===== config.mk =====
export PLATFORM = sky130hd
export DESIGN_NAME = mem_sram_arbiter
export DESIGN_NICKNAME = d
export VERILOG_FILES = /design/src/rtl/mem_sram_arbiter.sv
export SDC_FILE = /design/constraint.sdc
export NUM_CORES = 1
export LEC_CHECK = 0
export ABC_AREA = 1
export BUFFER_PORTS_ARGS = -buffer_cell sky130_fd_sc_hd__buf_2
export CAP_MARGIN = 5
export CORE_AREA = 2 2 201 203
export CTS_CLUSTER_DIAMETER = 100
export CTS_CLUSTER_SIZE = 30
export DETAILED_ROUTE_END_ITERATION = 8
export DIE_AREA = 0 0 203 205
export PLACE_DENSITY = 0.47
export SLEW_MARGIN = 20
export SYNTH_ARGS = -nofsm -noshare
export SYNTH_HDL_FRONTEND = slang
export SYNTH_SLANG_ARGS = --single-unit

===== constraint.sdc =====
create_clock -name g_clk -period 1.81 [get_ports g_clk]
set_input_delay 0.0905 -clock g_clk [delete_from_list [all_inputs] [get_ports g_clk]]
set_output_delay 0.0905 -clock g_clk [all_outputs]
set_load 0.02 [all_outputs]

===== src/rtl/mem_sram_arbiter.sv =====
// mem_sram_arbiter
//   Shares one single-port SRAM between two requesters: instruction fetch
//   (imem, port 0) and load/store (dmem, port 1). Round-robin arbitration,
//   at most one SRAM access in flight, one access per cycle when the owner
//   acks its response in the same cycle it appears. A response the owner
//   does not accept is held in a buffer until it is acked.
//
// Ports
//   g_clk, g_reset            clock, asynchronous active-high reset
//   {imem,dmem}_req/gnt       request channel; gnt in the same cycle as cen
//   {imem,dmem}_wen/strb/addr/wdata  request payload, stable until gnt
//   {imem,dmem}_recv/ack      response channel; recv held until ack
//   {imem,dmem}_rdata/error   response payload (rdata = 0 for writes)
//   sram_cen/wstrb/addr/wdata SRAM command, driven combinationally from winner
//   sram_rdata/sram_err       SRAM result, valid the cycle after cen
module mem_sram_arbiter #(
  parameter int WIDTH  = 64,
  parameter int ADDR_W = 32
) (
  input  logic                 g_clk,
  input  logic                 g_reset,

  input  logic                 imem_req,
  output logic                 imem_gnt,
  input  logic                 imem_wen,
  input  logic [WIDTH/8-1:0]   imem_strb,
  input  logic [ADDR_W-1:0]    imem_addr,
  input  logic [WIDTH-1:0]     imem_wdata,
  output logic                 imem_recv,
  input  logic                 imem_ack,
  output logic [WIDTH-1:0]     imem_rdata,
  output logic                 imem_error,

  input  logic                 dmem_req,
  output logic                 dmem_gnt,
  input  logic                 dmem_wen,
  input  logic [WIDTH/8-1:0]   dmem_strb,
  input  logic [ADDR_W-1:0]    dmem_addr,
  input  logic [WIDTH-1:0]     dmem_wdata,
  output logic                 dmem_recv,
  input  logic                 dmem_ack,
  output logic [WIDTH-1:0]     dmem_rdata,
  output logic                 dmem_error,

  output logic                 sram_cen,
  output logic [WIDTH/8-1:0]   sram_wstrb,
  output logic [ADDR_W-1:0]    sram_addr,
  output logic [WIDTH-1:0]     sram_wdata,
  input  logic [WIDTH-1:0]     sram_rdata,
  input  logic                 sram_err
);

  localparam int SW = WIDTH / 8;

  typedef struct packed {
    logic              wen;
    logic [SW-1:0]     strb;
    logic [ADDR_W-1:0] addr;
    logic [WIDTH-1:0]  wdata;
  } req_t;

  typedef enum logic [1:0] {
    IDLE = 2'd0,  // nothing in flight
    RESP = 2'd1,  // access issued last cycle, SRAM outputs valid now
    HOLD = 2'd2   // response buffered, waiting for ack
  } state_t;

  state_t           state;
  logic             owner;      // 0 = imem, 1 = dmem
  logic             last;       // port granted most recently
  logic             wen_q;      // in-flight access is a write
  logic [WIDTH-1:0] buf_rdata;
  logic             buf_err;

  logic [1:0] req;
  logic [1:0] ack;
  logic       owner_ack;
  logic       free;
  logic       winner;
  logic       grant_any;
  req_t       imem_r, dmem_r, win_r;

  logic             resp_vld;
  logic [WIDTH-1:0] resp_rdata;
  logic             resp_err;

  assign req    = {dmem_req, imem_req};
  assign ack    = {dmem_ack, imem_ack};
  assign imem_r = '{wen: imem_wen, strb: imem_strb, addr: imem_addr, wdata: imem_wdata};
  assign dmem_r = '{wen: dmem_wen, strb: dmem_strb, addr: dmem_addr, wdata: dmem_wdata};

  // The owner's ack retires the current response, so a new access may be
  // issued in that same cycle; this is what gives back-to-back throughput.
  assign owner_ack = ack[owner];
  assign free      = (state == IDLE) |
                     (((state == RESP) | (state == HOLD)) & owner_ack);

  // Under contention the port not granted last time wins.
  assign winner    = (req[0] & req[1]) ? ~last : req[1];
  assign grant_any = free & (|req) & ~g_reset;
  assign win_r     = winner ? dmem_r : imem_r;

  assign imem_gnt = grant_any & ~winner;
  assign dmem_gnt = grant_any &  winner;

  // Idle SRAM command is all zero; zero wstrb on reads keeps a ROM's
  // write-error flag low.
  assign sram_cen   = grant_any;
  assign sram_addr  = grant_any ? win_r.addr  : '0;
  assign sram_wdata = grant_any ? win_r.wdata : '0;
  assign sram_wstrb = (grant_any & win_r.wen) ? win_r.strb : '0;

  // Response comes straight from the SRAM in RESP, from the buffer in HOLD.
  assign resp_vld   = (state == RESP) | (state == HOLD);
  assign resp_rdata = (state == RESP) ? (wen_q ? '0 : sram_rdata) : buf_rdata;
  assign resp_err   = (state == RESP) ? sram_err : buf_err;

  assign imem_recv  = resp_vld & ~owner;
  assign dmem_recv  = resp_vld &  owner;
  assign imem_rdata = imem_recv ? resp_rdata : '0;
  assign dmem_rdata = dmem_recv ? resp_rdata : '0;
  assign imem_error = imem_recv & resp_err;
  assign dmem_error = dmem_recv & resp_err;

  always_ff @(posedge g_clk or posedge g_reset) begin
    if (g_reset) begin
      state     <= IDLE;
      owner     <= 1'b0;
      last      <= 1'b1;
      wen_q     <= 1'b0;
      buf_rdata <= '0;
      buf_err   <= 1'b0;
    end else if (grant_any) begin
      // A grant implies the previous response (if any) was acked this cycle.
      state <= RESP;
      owner <= winner;
      last  <= winner;
      wen_q <= win_r.wen;
    end else begin
      case (state)
        RESP: begin
          if (owner_ack) begin
            state <= IDLE;
          end else begin
            // SRAM outputs are only valid this cycle; keep them for the owner.
            buf_rdata <= resp_rdata;
            buf_err   <= sram_err;
            state     <= HOLD;
          end
        end
        HOLD: begin
          if (owner_ack) state <= IDLE;
        end
        default: state <= IDLE;
      endcase
    end
  end

endmodule


==> results.md <==
- Setup violations, final: 306
- Setup slack, reg-to-reg: -120 ps
- Fraction of registers with async set/reset: 100%
- CTS buffer count: 9
- Cell variety after synth: 23
- Top cells by area in the synthesized netlist: nand2_1, dfrtp_1, inv_1
- Netlist area before placement: 5950 sq um
- Antenna viol nets, final: 0
- FP Rows: 73
- GRT Overall Usage: 17.7%
- Fin worst setup slack: -396 ps
- Startpoint types: register
- Power density cells: 1070 nW/um^2
- Most numerous cell in the Yosys netlist: nand2_1
- Total congestion overflow: 0
- Largest fanout of any net on the critical path: 6
- Number of global-route vias before repair: 8,722
- Clock network latency to the later pin of the worst-skew pair: 330 ps
- CTS sink count: 70
- Clock root buffer: clkbuf_16
- Post-route cell area: 14,300 sq um
- Post-synth EDFFs: 0
- Most common flop cell mapped by yosys: dfrtp_1
- Wire length per cell: 18.4 um
- DIE AREA: 41,600 sq um
- Status: finished with violations
- 1st-iter DRT viols: 411
- Wire length of the first global-routing pass: 54.6 mm
- Worst Max-Slew Pin Slew: 523 ps
- Type of the worst setup path: register to output port
- Post-synthesis simple-gate area fraction: 46.8%
- Clock tree from TritonCTS: done
- Max_cap viols: 0
- Fmax achieved: 453 MHz
- Layout net count: 2,004
- Critical path data required time: 1720 ps
- Last weighted congestion value of the routability-driven placer: 0.892
- Count of buffers inserted at the top-level ports: 519
- WP data arrival: 2120 ps
- Synth Net Count: 1,382
- Sequential area share after synthesis: 29.5%
- Leakage power of the design: 7.64 nW
- I/O pins: 520
- CTS clock-pin slew for the worst setup and hold paths: 60 ps
- DRC: 0
- Height of the die: 205 um
- Share of final-layout standard cells stronger than drive strength 1: 61.1%
- Multiplexer area fraction after synthesis: 0.168%
- Share of synthesized cell area in full adder, half adder and majority cells: 0.631%
- RSZ-0062 raised after global routing: true
- Area share of the leading cell type in the synthesized netlist: 31.5%
- Number of instances in the synthesized netlist: 1,098
- Largest family of logic cells by synthesized area: simple AND/OR/NAND/NOR gates
- Xor/xnor share of the synthesized area: 0%
- Final core utilization: 36.2%
- Clock Path Buffers: 2
- Post-route clock period utilization: 122%
- Number of antenna violations at the first check in global routing: 21
- Largest net degree at the start of global routing: 71
- Sort of element at the end of the critical path: output port
- Number of H-tree branching levels: 3
- HPWL reported at the end of detailed placement: 28.8 mm
- Area fraction in compound gates after synthesis: 6.04%
- Wirelength, routed: 41.5 mm
- Worst clock skew on the final layout: 5.54 ps
- Maximum vdd drop: 0.426 mV
- First-pass iteration count of the detailed router: 5
- Type of the tightest min-delay check: input port to register
- Clock period minus worst slack: 2210 ps
- Total count of hold-check failures in the final report: 0
- Biggest area consumer among synthesized cells: nand2_1
- Std-Cell Core Area: 39,400 sq um
- Vias: 9,371
- Average cell area after synthesis: 5.42 sq um
- Area after DPL: 9750 sq um
- Min Hold Slack: 118 ps
- Vias per cell: 4.15
- Initial cell density of the core: 15.1%
- Area added between synthesis and finish: 140%
- Violations in the final reports: setup timing
- Worst slew margin: 65.1%
- Warnings, synthesis: 0
- Number of storage elements in the synthesis netlist: 70
- Leading cell types by count after synthesis: nand2_1, inv_1, nor2_1
- Horizontal die dimension: 203 um
- Final number of max-transition violations: 0
per-stage QoR:
step                      power (mW)  TNS [ps]  instances  worst slack, ps
after floorplan                 6.34      -261       1098            -9.70
after global placement          9.27    -14650       2163             -196
after detailed placement        9.35    -11870       2163             -160
final                           15.2    -74510       2259             -396
after CTS                       12.7    -83250       2212             -396
after global routing            16.2   -105750       2254             -485
cell usage in the layout (no fill, tap or decap), drive strengths merged:
cell type | synthesis | layout
a21oi | 1 | 1
buf | 34 | 665
clkbuf | 36 | 28
clkinv | 0 | 2
clkinvlp | 0 | 1
dfrtp | 69 | 69
dfstp | 1 | 1
diode | 0 | 9
dlygate4sd3 | 0 | 2
ha | 3 | 3
inv | 175 | 174
mux2i | 1 | 1
nand2 | 500 | 500
nand3 | 67 | 67
nand4 | 1 | 1
nor2 | 146 | 146
o21ai | 38 | 38
o22ai | 25 | 25
o31ai | 1 | 1
cell type report:
type / count / area, sq um
diodes: 9 / 22.5
clock buffers: 15 / 258
clock inverters: 1 / 5.00
fillers: 4149 / 25100
inverters: 175 / 692
multi-input cells: 783 / 4940
flip-flops and latches: 70 / 1750
well taps: 525 / 657
repair buffers: 680 / 5930
repair inverters: 1 / 20.0
routing by layer:
metal	track usage (%)	vias to the layer above	part of all wire [%]
met4	6.26	18	2.7
met1	21.7	4408	40
met5	0	-	0.27
met2	30.1	373	51
li1	-	4506	-
met3	4.28	66	6.7
state kept, by name (all words and copies together) (netlist names):
| register | count |
|---|---|
| owner | 1 |
| state | 2 |
| buf_rdata | 64 |
| wen_q | 1 |
| buf_err | 1 |
| last | 1 |
worst paths after layout:
path                                  endpoint           start  cells after the start
worst max-delay path            sram_wdata[22]        state[1]                     12
worst min-delay path             buf_rdata[63]  sram_rdata[63]                      5
worst max register to register         buf_err        state[1]                     11
worst min register to register   buf_rdata[16]   buf_rdata[16]                      2
max in group asynchronous        buf_rdata[16]         g_reset                      4
min in group asynchronous                owner         g_reset                      4
power by group:
| part | switching [mW] | internal [mW] | total, mW |
|---|---|---|---|
| Combinational | 6.03 | 4.93 | 11.0 |
| Sequential | 0.351 | 2.24 | 2.59 |
| Clock | 0.678 | 0.967 | 1.64 |
| Total | 7.06 | 8.14 | 15.2 |
critical path, cell delays in order, from the launching register on:
cell and delay [ps]:
dfrtp_1 360, inv_2 70, ha_4 260, nand3_2 70, nand2_2 90, nand2_4 80, nor2_4 130, buf_4 130
buf_12 130, buf_16 130, nand2_1 60, nand2_1 100, buf_6 150
repair_timing:
action	CTS	global route
pin swaps	28	82
buffers inserted	16	25
gates resized for setup	465	495
setup endpoints to repair	305	307
endpoints found under the hold margin	70	0
cloned	16	15
hold buffers	2	0
cells by family (layout without fill, tap and decap cells):
family,count (synthesis),count (layout)
fa+ha+maj,3,3
compound gates,65,65
mux,1,1
buf+inv,245,872
flops,70,70
other cells,0,9
simple gates,714,714
Power figures use the tool's default switching activity.
